File: src/rtl/serial_mem_responder_pkg.sv
// serial_mem_responder_pkg: link symbols and FSM encodings shared by the serial memory responder.
package serial_mem_responder_pkg;

   localparam int TX_CMD_BITS = 2;
   localparam logic [TX_CMD_BITS-1:0] TX_HEADER_READ_16  = 2'd1;
   localparam logic [TX_CMD_BITS-1:0] TX_HEADER_WRITE_16 = 2'd2;
   localparam int RESP_SBS_READ = 1;

   typedef enum logic [2:0] {
      RX_IDLE,
      RX_HEADER,
      RX_ADDR,
      RX_RD,
      RX_RDCAP,
      RX_WDATA,
      RX_WR
   } rx_state_t;

   typedef enum logic [1:0] {
      TX_IDLE,
      TX_DELAY,
      TX_DATA
   } tx_state_t;

endpackage

File: src/rtl/serial_mem_responder_fifo.sv
// resp_fifo: synchronous FIFO of read data between receiver and transmitter, no bypass.
module resp_fifo #(
   parameter int DEPTH = 2,
   parameter int W     = 16
) (
   input  logic         clk,
   input  logic         reset,
   input  logic         i_push,
   input  logic         i_pop,
   input  logic [W-1:0] i_data,
   output logic         o_full,
   output logic         o_empty,
   output logic [W-1:0] o_head
);

   localparam int AW = DEPTH > 1 ? $clog2(DEPTH) : 1;
   localparam int CW = $clog2(DEPTH + 1);

   logic [W-1:0]  r_mem [DEPTH];
   logic [AW-1:0] r_wp;
   logic [AW-1:0] r_rp;
   logic [CW-1:0] r_cnt;
   logic          w_wr;
   logic          w_rd;

   function automatic logic [AW-1:0] inc(input logic [AW-1:0] p);
      return p == AW'(DEPTH - 1) ? '0 : p + 1'b1;
   endfunction

   always_comb begin
      o_full  = r_cnt == CW'(DEPTH);
      o_empty = r_cnt == '0;
      o_head  = r_mem[r_rp];
      w_rd    = i_pop && !o_empty;
      // a pop frees the slot the same cycle, so push-while-full is accepted alongside it
      w_wr    = i_push && (!o_full || w_rd);
   end

   always_ff @(posedge clk) begin
      if (reset) begin
         r_wp  <= '0;
         r_rp  <= '0;
         r_cnt <= '0;
      end else begin
         if (w_wr) r_wp <= inc(r_wp);
         if (w_rd) r_rp <= inc(r_rp);
         r_cnt <= r_cnt + CW'(w_wr) - CW'(w_rd);
      end
   end

   always_ff @(posedge clk) begin
      if (w_wr) r_mem[r_wp] <= i_data;
   end

endmodule

File: src/rtl/serial_mem_responder.sv
// serial_mem_responder: memory-side end of the CPU serial link; decodes commands,
// drives a synchronous memory port and serialises read data back with a start symbol.
module serial_mem_responder
   import serial_mem_responder_pkg::*;
#(
   parameter int IO_BITS        = 2,
   parameter int PAYLOAD_CYCLES = 8,
   parameter int RESP_DELAY     = 0,
   parameter int QUEUE_DEPTH    = 2
) (
   input  logic               clk,
   input  logic               reset,
   input  logic [IO_BITS-1:0] cmd_pins,
   output logic [IO_BITS-1:0] resp_pins,
   output logic [15:0]        mem_addr,
   output logic               mem_re,
   input  logic [15:0]        mem_rdata,
   output logic               mem_we,
   output logic [15:0]        mem_wdata,
   output logic               busy,
   output logic               overflow
);

   localparam int CW = PAYLOAD_CYCLES > 1 ? $clog2(PAYLOAD_CYCLES) : 1;
   localparam logic [CW-1:0] LAST = CW'(PAYLOAD_CYCLES - 1);
   localparam logic [3:0] DLY_M1 = 4'(RESP_DELAY == 0 ? 0 : RESP_DELAY - 1);

   rx_state_t               r_rx;
   rx_state_t               w_rx_next;
   logic [CW-1:0]           r_rx_cnt;
   logic [TX_CMD_BITS-1:0]  r_hdr;
   logic [15:0]             r_sh;
   logic [15:0]             w_sh_next;
   logic [15:0]             r_mem_addr;
   logic [15:0]             r_mem_wdata;
   logic                    w_rx_last;
   logic                    w_push;

   tx_state_t               r_tx;
   tx_state_t               w_tx_next;
   logic [CW-1:0]           r_tx_cnt;
   logic [3:0]              r_dly;
   logic [15:0]             r_tx_sh;
   logic                    w_tx_last;
   logic                    w_start;

   logic                    w_full;
   logic                    w_empty;
   logic [15:0]             w_head;
   logic                    r_ovf;

   resp_fifo #(.DEPTH(QUEUE_DEPTH), .W(16)) u_fifo (
      .clk    (clk),
      .reset  (reset),
      .i_push (w_push),
      .i_pop  (w_start),
      .i_data (mem_rdata),
      .o_full (w_full),
      .o_empty(w_empty),
      .o_head (w_head)
   );

   always_ff @(posedge clk) begin
      if (reset) r_rx <= RX_IDLE;
      else       r_rx <= w_rx_next;
   end

   always_comb begin
      w_rx_last = r_rx_cnt == LAST;
      w_sh_next = {cmd_pins, r_sh[15:IO_BITS]};
      w_rx_next = r_rx;
      case (r_rx)
         RX_IDLE:   w_rx_next = cmd_pins != '0 ? RX_HEADER : RX_IDLE;
         RX_HEADER: w_rx_next = RX_ADDR;
         RX_ADDR:   w_rx_next = !w_rx_last ? RX_ADDR :
                                r_hdr == TX_HEADER_READ_16  ? RX_RD :
                                r_hdr == TX_HEADER_WRITE_16 ? RX_WDATA : RX_IDLE;
         RX_RD:     w_rx_next = RX_RDCAP;
         RX_RDCAP:  w_rx_next = RX_IDLE;
         RX_WDATA:  w_rx_next = w_rx_last ? RX_WR : RX_WDATA;
         RX_WR:     w_rx_next = RX_IDLE;
         default:   w_rx_next = RX_IDLE;
      endcase
   end

   always_comb begin
      mem_re    = r_rx == RX_RD;
      mem_we    = r_rx == RX_WR;
      w_push    = r_rx == RX_RDCAP;
      mem_addr  = r_mem_addr;
      mem_wdata = r_mem_wdata;
   end

   always_ff @(posedge clk) begin
      if (reset) r_rx_cnt <= '0;
      else       r_rx_cnt <= (r_rx == RX_ADDR || r_rx == RX_WDATA) && !w_rx_last ? r_rx_cnt + 1'b1 : '0;
   end

   // address and write data only change once a full word has arrived, and survive reset
   always_ff @(posedge clk) begin
      if (r_rx == RX_HEADER) r_hdr <= cmd_pins[TX_CMD_BITS-1:0];
      if (r_rx == RX_ADDR || r_rx == RX_WDATA) r_sh <= w_sh_next;
      if (r_rx == RX_ADDR && w_rx_last) r_mem_addr <= w_sh_next;
      if (r_rx == RX_WDATA && w_rx_last) r_mem_wdata <= w_sh_next;
   end

   always_ff @(posedge clk) begin
      if (reset) r_tx <= TX_IDLE;
      else       r_tx <= w_tx_next;
   end

   // the start symbol is issued in the cycle the wait ends, so an entry seen in IDLE
   // with no delay goes out at once and consecutive responses need no gap
   always_comb begin
      w_tx_last = r_tx_cnt == LAST;
      w_start   = (r_tx == TX_IDLE && !w_empty && RESP_DELAY == 0) ||
                  (r_tx == TX_DELAY && r_dly == '0);
      w_tx_next = w_start ? TX_DATA :
                  r_tx == TX_IDLE && !w_empty ? TX_DELAY :
                  r_tx == TX_DATA && w_tx_last ? TX_IDLE : r_tx;
   end

   always_comb begin
      resp_pins = w_start ? IO_BITS'(RESP_SBS_READ) :
                  r_tx == TX_DATA ? r_tx_sh[IO_BITS-1:0] : '0;
      busy      = r_rx != RX_IDLE || !w_empty || r_tx != TX_IDLE;
      overflow  = r_ovf;
   end

   always_ff @(posedge clk) begin
      if (reset) begin
         r_tx_cnt <= '0;
         r_ovf    <= 1'b0;
      end else begin
         r_tx_cnt <= r_tx == TX_DATA && !w_tx_last ? r_tx_cnt + 1'b1 : '0;
         r_ovf    <= r_ovf || (w_push && w_full && !w_start);
      end
   end

   always_ff @(posedge clk) begin
      r_dly   <= r_tx == TX_DELAY ? r_dly - 4'd1 : DLY_M1;
      r_tx_sh <= w_start ? w_head : r_tx_sh >> IO_BITS;
   end

endmodule

File: config.mk
export PLATFORM = sky130hd
export DESIGN_NAME = serial_mem_responder
export DESIGN_NICKNAME = d
export VERILOG_FILES = /design/src/rtl/serial_mem_responder_pkg.sv /design/src/rtl/serial_mem_responder_fifo.sv /design/src/rtl/serial_mem_responder.sv
export SDC_FILE = /design/constraint.sdc
export NUM_CORES = 1
export LEC_CHECK = 0
export ABC_AREA = 0
export CAP_MARGIN = 40
export CORE_MARGIN = 5
export CORE_UTILIZATION = 54
export DETAILED_ROUTE_END_ITERATION = 8
export HOLD_SLACK_MARGIN = 0.06
export PLACE_DENSITY = 0.79
export SLEW_MARGIN = 40
export SYNTH_ARGS = -nofsm -noshare
export SYNTH_HDL_FRONTEND = slang
export SYNTH_SLANG_ARGS = --single-unit
File: constraint.sdc
create_clock -name clk -period 2.75 [get_ports clk]
set_input_delay 0.55 -clock clk [delete_from_list [all_inputs] [get_ports clk]]
set_output_delay 0.55 -clock clk [all_outputs]
set_load 0.03 [all_outputs]
==> results of run 1 <==
## synthesized netlist by cell type (3+ instances only)
cell type / n
a21oi_1: 6
and2_1: 7
clkbuf_1: 4
dfxtp_1: 37
edfxtp_1: 80
ha_1: 9
inv_1: 10
mux2_2: 23
mux2_4: 7
nand2_1: 4
nand2b_1: 3
nor2_1: 17
nor3_1: 5
nor3b_1: 4
xnor2_1: 5
## power breakdown
part | switching, W | leakage, nW | internal (W) | total [W]
Clock | 0.000714 | 0.263 | 0.00127 | 0.00198
Sequential | 0.000125 | 1.03 | 0.00206 | 0.00219
Combinational | 0.000344 | 0.683 | 0.000440 | 0.000785
Total | 0.00118 | 1.97 | 0.00377 | 0.00495
## how the worst max path moves through the flow
stage	start	end	depth (start not counted)
final	r_dly[0]	resp_pins[0]	7
after global routing	r_dly[0]	resp_pins[0]	7
after CTS	r_tx[1]	resp_pins[1]	3
after detailed placement	r_dly[0]	u_fifo.r_cnt[1]	7
after global placement	r_dly[0]	u_fifo.r_cnt[1]	7
after floorplan	r_dly[0]	resp_pins[0]	7
## kinds of logic (layout without fill, tap and decap cells)
group / count (synthesis) / in the layout
DFF: 117 / 117
and+or+nand+nor: 52 / 52
muxes: 30 / 30
AOI/OAI and AO/OA: 19 / 19
buffers and inverters: 18 / 104
adders and majority gates: 9 / 9
xor gates and xnor gates: 6 / 6
## metrics by stage
step	std cells	hold slack (ns)	total power, W
CTS	439	0.440	0.00498
floorplan	251	0.404	0.00281
global placement	407	0.419	0.00294
global route	439	0.459	0.00517
finish	439	0.435	0.00495
detailed placement	407	0.432	0.00298
## registers in the layout, indices dropped and copies added (netlist names), named ones only
name          count
mem_addr         16
u_fifo.r_rp       1
r_tx_sh          16
u_fifo.r_mem     32
r_rx              3
r_tx_cnt          3
r_rx_cnt          3
mem_wdata        16
r_sh             14
overflow          1
r_tx              2
u_fifo.r_wp       1
r_hdr             2
r_dly             4
u_fifo.r_cnt      2
## worst max-delay path, stage by stage (launching register included)
cell and delay (ns):
dfxtp_1 0.31, inv_1 0.08, ha_1 0.16, or3b_4 0.38
or2_4 0.29, o31ai_4 0.07, a21o_2 0.15, buf_6 0.13
## area by class of cell
type	instances	area [um2]	area share, %
sequential	117	3140	58.0
multi-input combinational	116	960	17.7
timing repair buffer	62	609	11.3
clock buffer	20	425	7.86
tap	102	128	2.36
clock inverter	12	113	2.08
inverter	10	37.5	0.693
## cells in the final DEF, fill, tap and decap left out, types with 2 or more instances in the layout
master,netlist,layout
inv_1,10,10
o21ai_0,2,2
dfxtp_1,37,37
edfxtp_1,80,80
a211oi_1,2,2
clkbuf_16,0,16
a21oi_1,6,6
nor3b_1,4,4
clkdlybuf4s50_1,0,56
clkinv_2,0,6
nor3_1,5,5
mux2_2,23,23
bufinv_16,0,2
nand2_1,4,4
nor2_1,17,17
mux2_4,7,7
buf_4,0,5
and2_1,7,7
ha_1,9,9
clkinv_1,0,2
clkbuf_1,4,3
nor4_1,2,2
nand2b_1,3,3
clkinvlp_4,0,2
xnor2_1,5,5
## layer usage
metal	track usage, %	part of all wire (%)	vias to the layer above	routed length [um]
li1	-	-	1066	-
met1	18.0	42	1075	3040
met2	27.2	52	49	3740
met3	6.07	4.7	10	342
met4	7.35	1.6	0	118
met5	0	0	-	0
## repair_timing
| item | CTS | global route |
|---|---|---|
| setup endpoints to repair | 0 | 2 |
| hold buffers | 0 | 0 |
| gates resized for setup | 0 | 3 |
==> impl_metrics.json, run 1 <==
{
  "synth.avg_cell_area_um2": 16.7,
  "grt_overflow": 0,
  "grt_max_degree": 18,
  "arrival_ns": 2.09,
  "synth_seq_area_share_pct": 75.1,
  "io_buffers": 57,
  "synthTopCellsByArea": "edfxtp_1 (57%), dfxtp_1 (18%), mux2_2 (6.2%)",
  "rows": 32,
  "ioPinCount": 58,
  "setup_slack_ns": 0.114,
  "clkSinkCount": 117,
  "outcome": "finished clean",
  "worstHoldStart": "r_dly[0]",
  "path_max_fanout": 4,
  "synthDistinctLibCells": 40,
  "dp_hpwl_um": 4410,
  "finalSetupViolCount": 0,
  "cts_tree": "done",
  "finalNetCount": 353,
  "worstSkewPairLatency_ns": 0.51,
  "drtIter0Drc": 102,
  "core_mm2": 0.00765,
  "synth.area.mux_share_pct": 8.70,
  "post-route-util_pct": 70.8,
  "synth-adder-area-share_pct": 2.69,
  "regToRegSetupSlack_ns": 0.53,
  "slew_viol_final": 0,
  "holdPathStages": 1,
  "synth-xor-area-share_pct": 1.26,
  "syn_inst": 251,
  "clockBufferDepth": 2,
  "areaGrowthSynthToFinish_pct": 29.4,
  "critPathLaunchType": "flip-flop",
  "final.fill_count": 483,
  "skew_ns": 0.00999,
  "synth_compound_area_share_pct": 3.38,
  "max_clock_freq_mhz": 379,
  "cts-root-buf": "clkbuf_8",
  "antennaDiodeCount": 0,
  "die_area_mm2": 0.00961,
  "drc_errors": 0,
  "timing.rr.start": "r_dly[0]",
  "first_pass_iters": 4,
  "required_ns": 2.20,
  "clk_pin_slew_worst_paths_ns": 0.05,
  "syn-cell-area_mm2": 0.00418,
  "worst_slew_pin_slew_ns": 0.753,
  "dpl_worst_slack_ns": 0.558,
  "period_needed_ns": 2.64,
  "avgRoutedWirePerCell_um": 16.5,
  "report.final.hold_viol_count": 0,
  "drv_cap": 0,
  "critPathCaptureType": "primary output",
  "vias_per_cell": 5.01,
  "cts_setup_buffers": 0,
  "yosysTopAreaCell": "edfxtp_1",
  "grt_pass1_vias": 2277,
  "place_area_mm2": 0.00487,
  "fin_area_mm2": 0.00542,
  "die_y_um": 98.0,
  "synth_top_family_by_area": "multiplexers",
  "gp_congestion": 0.721,
  "grt_first_pass_wirelength_um": 11500,
  "ys_seq_elements": 117,
  "start_util_pct": 54.7,
  "via_count": 2200,
  "dominantRegCellSynth": "edfxtp_1",
  "ir_drop_uv": 577,
  "yosysWarnings": 0,
  "yosysTopAreaCellShare_pct": 57.4,
  "totalWireLength_um": 7240,
  "die-width_um": 98.0,
  "synth-async-reset-ratio_pct": 0,
  "cts_buffers": 17,
  "synth_nets": 280,
  "fin_tns_setup_ns": 0,
  "p_per_area_mw_per_mm2": 915,
  "drive_gt1_share_pct": 21.4,
  "leakagePower_nw": 1.97,
  "detail-route-antenna-nets": 0,
  "rsz0062_at_grt": "false",
  "hp-class": "flip-flop to flip-flop",
  "synth-simple-area-share_pct": 6.76,
  "synth-edff-count": 80,
  "critical_path_class": "flip-flop to primary output",
  "hold_end": "r_dly[0]",
  "htreeDepth": 4,
  "ff2ff_path_depth": 7,
  "grtUsageTotal_pct": 16.1,
  "slew_headroom_pct": 49.7,
  "reg2reg_to": "u_fifo.r_cnt[1]",
  "timing.final.crit_share_pct": 95.8,
  "grt_antenna_before_repair": 0
}
Note: power is estimated with default switching activity, not from simulation.
==> run 2: changes to the inputs <==
CAP_MARGIN = 30   (was 40)
MAX_ROUTING_LAYER = met4   (was default)
==> run 2 against run 1 <==
Against the previous run: non-clock buffer count unchanged; largest cell class unchanged; clock power about the same; die area unchanged; clock skew down 0.0019 ns; flip-flop and latch count unchanged; global-route usage up 0.45 points; critical path depth unchanged; cell area unchanged; wire length down 0.21%.
==> impl_metrics.json, run 2 (synthesis gave the netlist of run 1 again) <==
{
  "rows": 32,
  "cts_buffers": 17,
  "areaGrowthSynthToFinish_pct": 29.4,
  "report.final.hold_viol_count": 0,
  "slew_viol_final": 0,
  "place_area_mm2": 0.00487,
  "worstSkewPairLatency_ns": 0.51,
  "die_y_um": 98.0,
  "skew_ns": 0.00811,
  "finalSetupViolCount": 0,
  "required_ns": 2.20,
  "io_buffers": 57,
  "critPathCaptureType": "primary output",
  "cts-root-buf": "clkbuf_8",
  "drc_errors": 0,
  "grt_max_degree": 18,
  "holdPathStages": 1,
  "path_max_fanout": 4,
  "worstHoldStart": "r_dly[0]",
  "reg2reg_to": "u_fifo.r_cnt[1]",
  "timing.rr.start": "r_dly[0]",
  "slew_headroom_pct": 49.6,
  "hold_end": "r_dly[0]",
  "grt_first_pass_wirelength_um": 11500,
  "cts_tree": "done",
  "drv_cap": 0,
  "die_area_mm2": 0.00961,
  "p_per_area_mw_per_mm2": 914,
  "outcome": "finished clean",
  "drtIter0Drc": 102,
  "largest_reg_flops": 32,
  "grt_pass1_vias": 2275,
  "hp-class": "flip-flop to flip-flop",
  "clockBufferDepth": 2,
  "via_count": 2204,
  "finalNetCount": 353,
  "max_clock_freq_mhz": 379,
  "final_common_cell": "edfxtp_1",
  "antennaDiodeCount": 0,
  "cts_setup_buffers": 0,
  "avgRoutedWirePerCell_um": 16.5,
  "totalWireLength_um": 7220,
  "grtUsageTotal_pct": 16.5,
  "detail-route-antenna-nets": 0,
  "period_needed_ns": 2.64,
  "crit_family": "simple AND/OR/NAND/NOR gates",
  "critPathLaunchType": "flip-flop",
  "final.fill_count": 483,
  "slowest_delay_ns": 0.38,
  "ioPinCount": 58,
  "cp_num_buf_inv": 2,
  "fin_tns_setup_ns": 0,
  "slowest_stage": "or3b_4",
  "timing.final.crit_share_pct": 96.0,
  "largest-register": "u_fifo.r_mem",
  "first_pass_iters": 4,
  "dp_hpwl_um": 4410,
  "grt_antenna_before_repair": 0,
  "ff2ff_path_depth": 7,
  "clkSinkCount": 117,
  "cp_cell_sequence": "inv_1 > ha_1 > or3b_4 > or2_4 > o31ai_4 > a21o_2 > buf_6",
  "ir_drop_uv": 573,
  "grt_overflow": 0,
  "power_w": 0.00495,
  "regToRegSetupSlack_ns": 0.53,
  "leakagePower_nw": 1.97,
  "gp_congestion": 0.729,
  "critical_path_class": "flip-flop to primary output",
  "rsz0062_at_grt": "false",
  "start_util_pct": 54.7,
  "fin_area_mm2": 0.00542,
  "htreeDepth": 4,
  "arrival_ns": 2.09,
  "vias_per_cell": 5.02,
  "core_mm2": 0.00765,
  "clk_pin_slew_worst_paths_ns": 0.05,
  "final_cell_mix": "edfxtp_1 (80), clkdlybuf4s50_1 (56), dfxtp_1 (37)",
  "worst_slew_pin_slew_ns": 0.754,
  "drive_gt1_share_pct": 21.4,
  "die-width_um": 98.0
}
==> run 2: cell counts in the layout (fill, tap and decap cells not counted) <==
No cell type changed its count.
==> run 2: layout make-up <==
| cell class | count | area (um2) | area share (%) |
|---|---|---|---|
| Sequential cell | 117 | 3140 | 58.0 |
| Multi-Input combinational cell | 116 | 960 | 17.7 |
| Timing Repair Buffer | 62 | 609 | 11.3 |
| Clock buffer | 20 | 425 | 7.86 |
| Tap cell | 102 | 128 | 2.36 |
| Clock inverter | 12 | 113 | 2.08 |
| Inverter | 10 | 37.5 | 0.693 |
==> run 2: power by group <==
part	switching [W]	internal [W]
clock network	0.000707	0.00127
registers	0.000125	0.00206
logic	0.000345	0.000440
total	0.00118	0.00377
==> run 2: worst reg2reg max path, stage by stage, from the launching register on <==
cell and delay (ns):
dfxtp_1 0.31, inv_1 0.08, ha_1 0.16, or3b_4 0.38
a211oi_1 0.37, ha_1 0.33, or3_1 0.38, a21oi_1 0.13
==> run 2: metrics by stage <==
stage / hold slack, ns / setup slack, ns / util, % / instances
4_1_cts: 0.440 / 0.0257 / 70.7 / 439
2_1_floorplan: 0.404 / 0.581 / - / 251
5_1_grt: 0.459 / 0.00838 / 70.8 / 439
3_5_place_dp: 0.432 / 0.558 / 63.6 / 407
6_report: 0.436 / 0.111 / 70.8 / 439
3_3_place_gp: 0.419 / 0.605 / 63.6 / 407
==> run 2: what timing repair did <==
action                                  4_1_cts  5_1_grt
hold buffers                                  0        0
endpoints found under the hold margin         0        0
gates resized for setup                       0        3
endpoints found under the setup margin        0        2
==> run 2: worst max-delay path by stage <==
stage / slack, ns / cells past startpoint / start / endpoint
2_1_floorplan: 0.58 / 7 / r_dly[0] / resp_pins[0]
3_3_place_gp: 0.61 / 7 / r_dly[0] / u_fifo.r_cnt[1]
3_5_place_dp: 0.56 / 7 / r_dly[0] / u_fifo.r_cnt[1]
4_1_cts: 0.03 / 3 / r_tx[1] / resp_pins[1]
5_1_grt: 0.008 / 7 / r_dly[0] / resp_pins[0]
6_report: 0.11 / 7 / r_dly[0] / resp_pins[0]
==> run 2: metal layers <==
| metal | track usage [%] | vias up | share of wire, % |
|---|---|---|---|
| met5 | - | - | 0 |
| met4 | 6.71 | 0 | 1.7 |
| met3 | 6.29 | 12 | 5.2 |
| met2 | 27.2 | 53 | 51 |
| met1 | 18.0 | 1071 | 42 |
| li1 | - | 1068 | - |
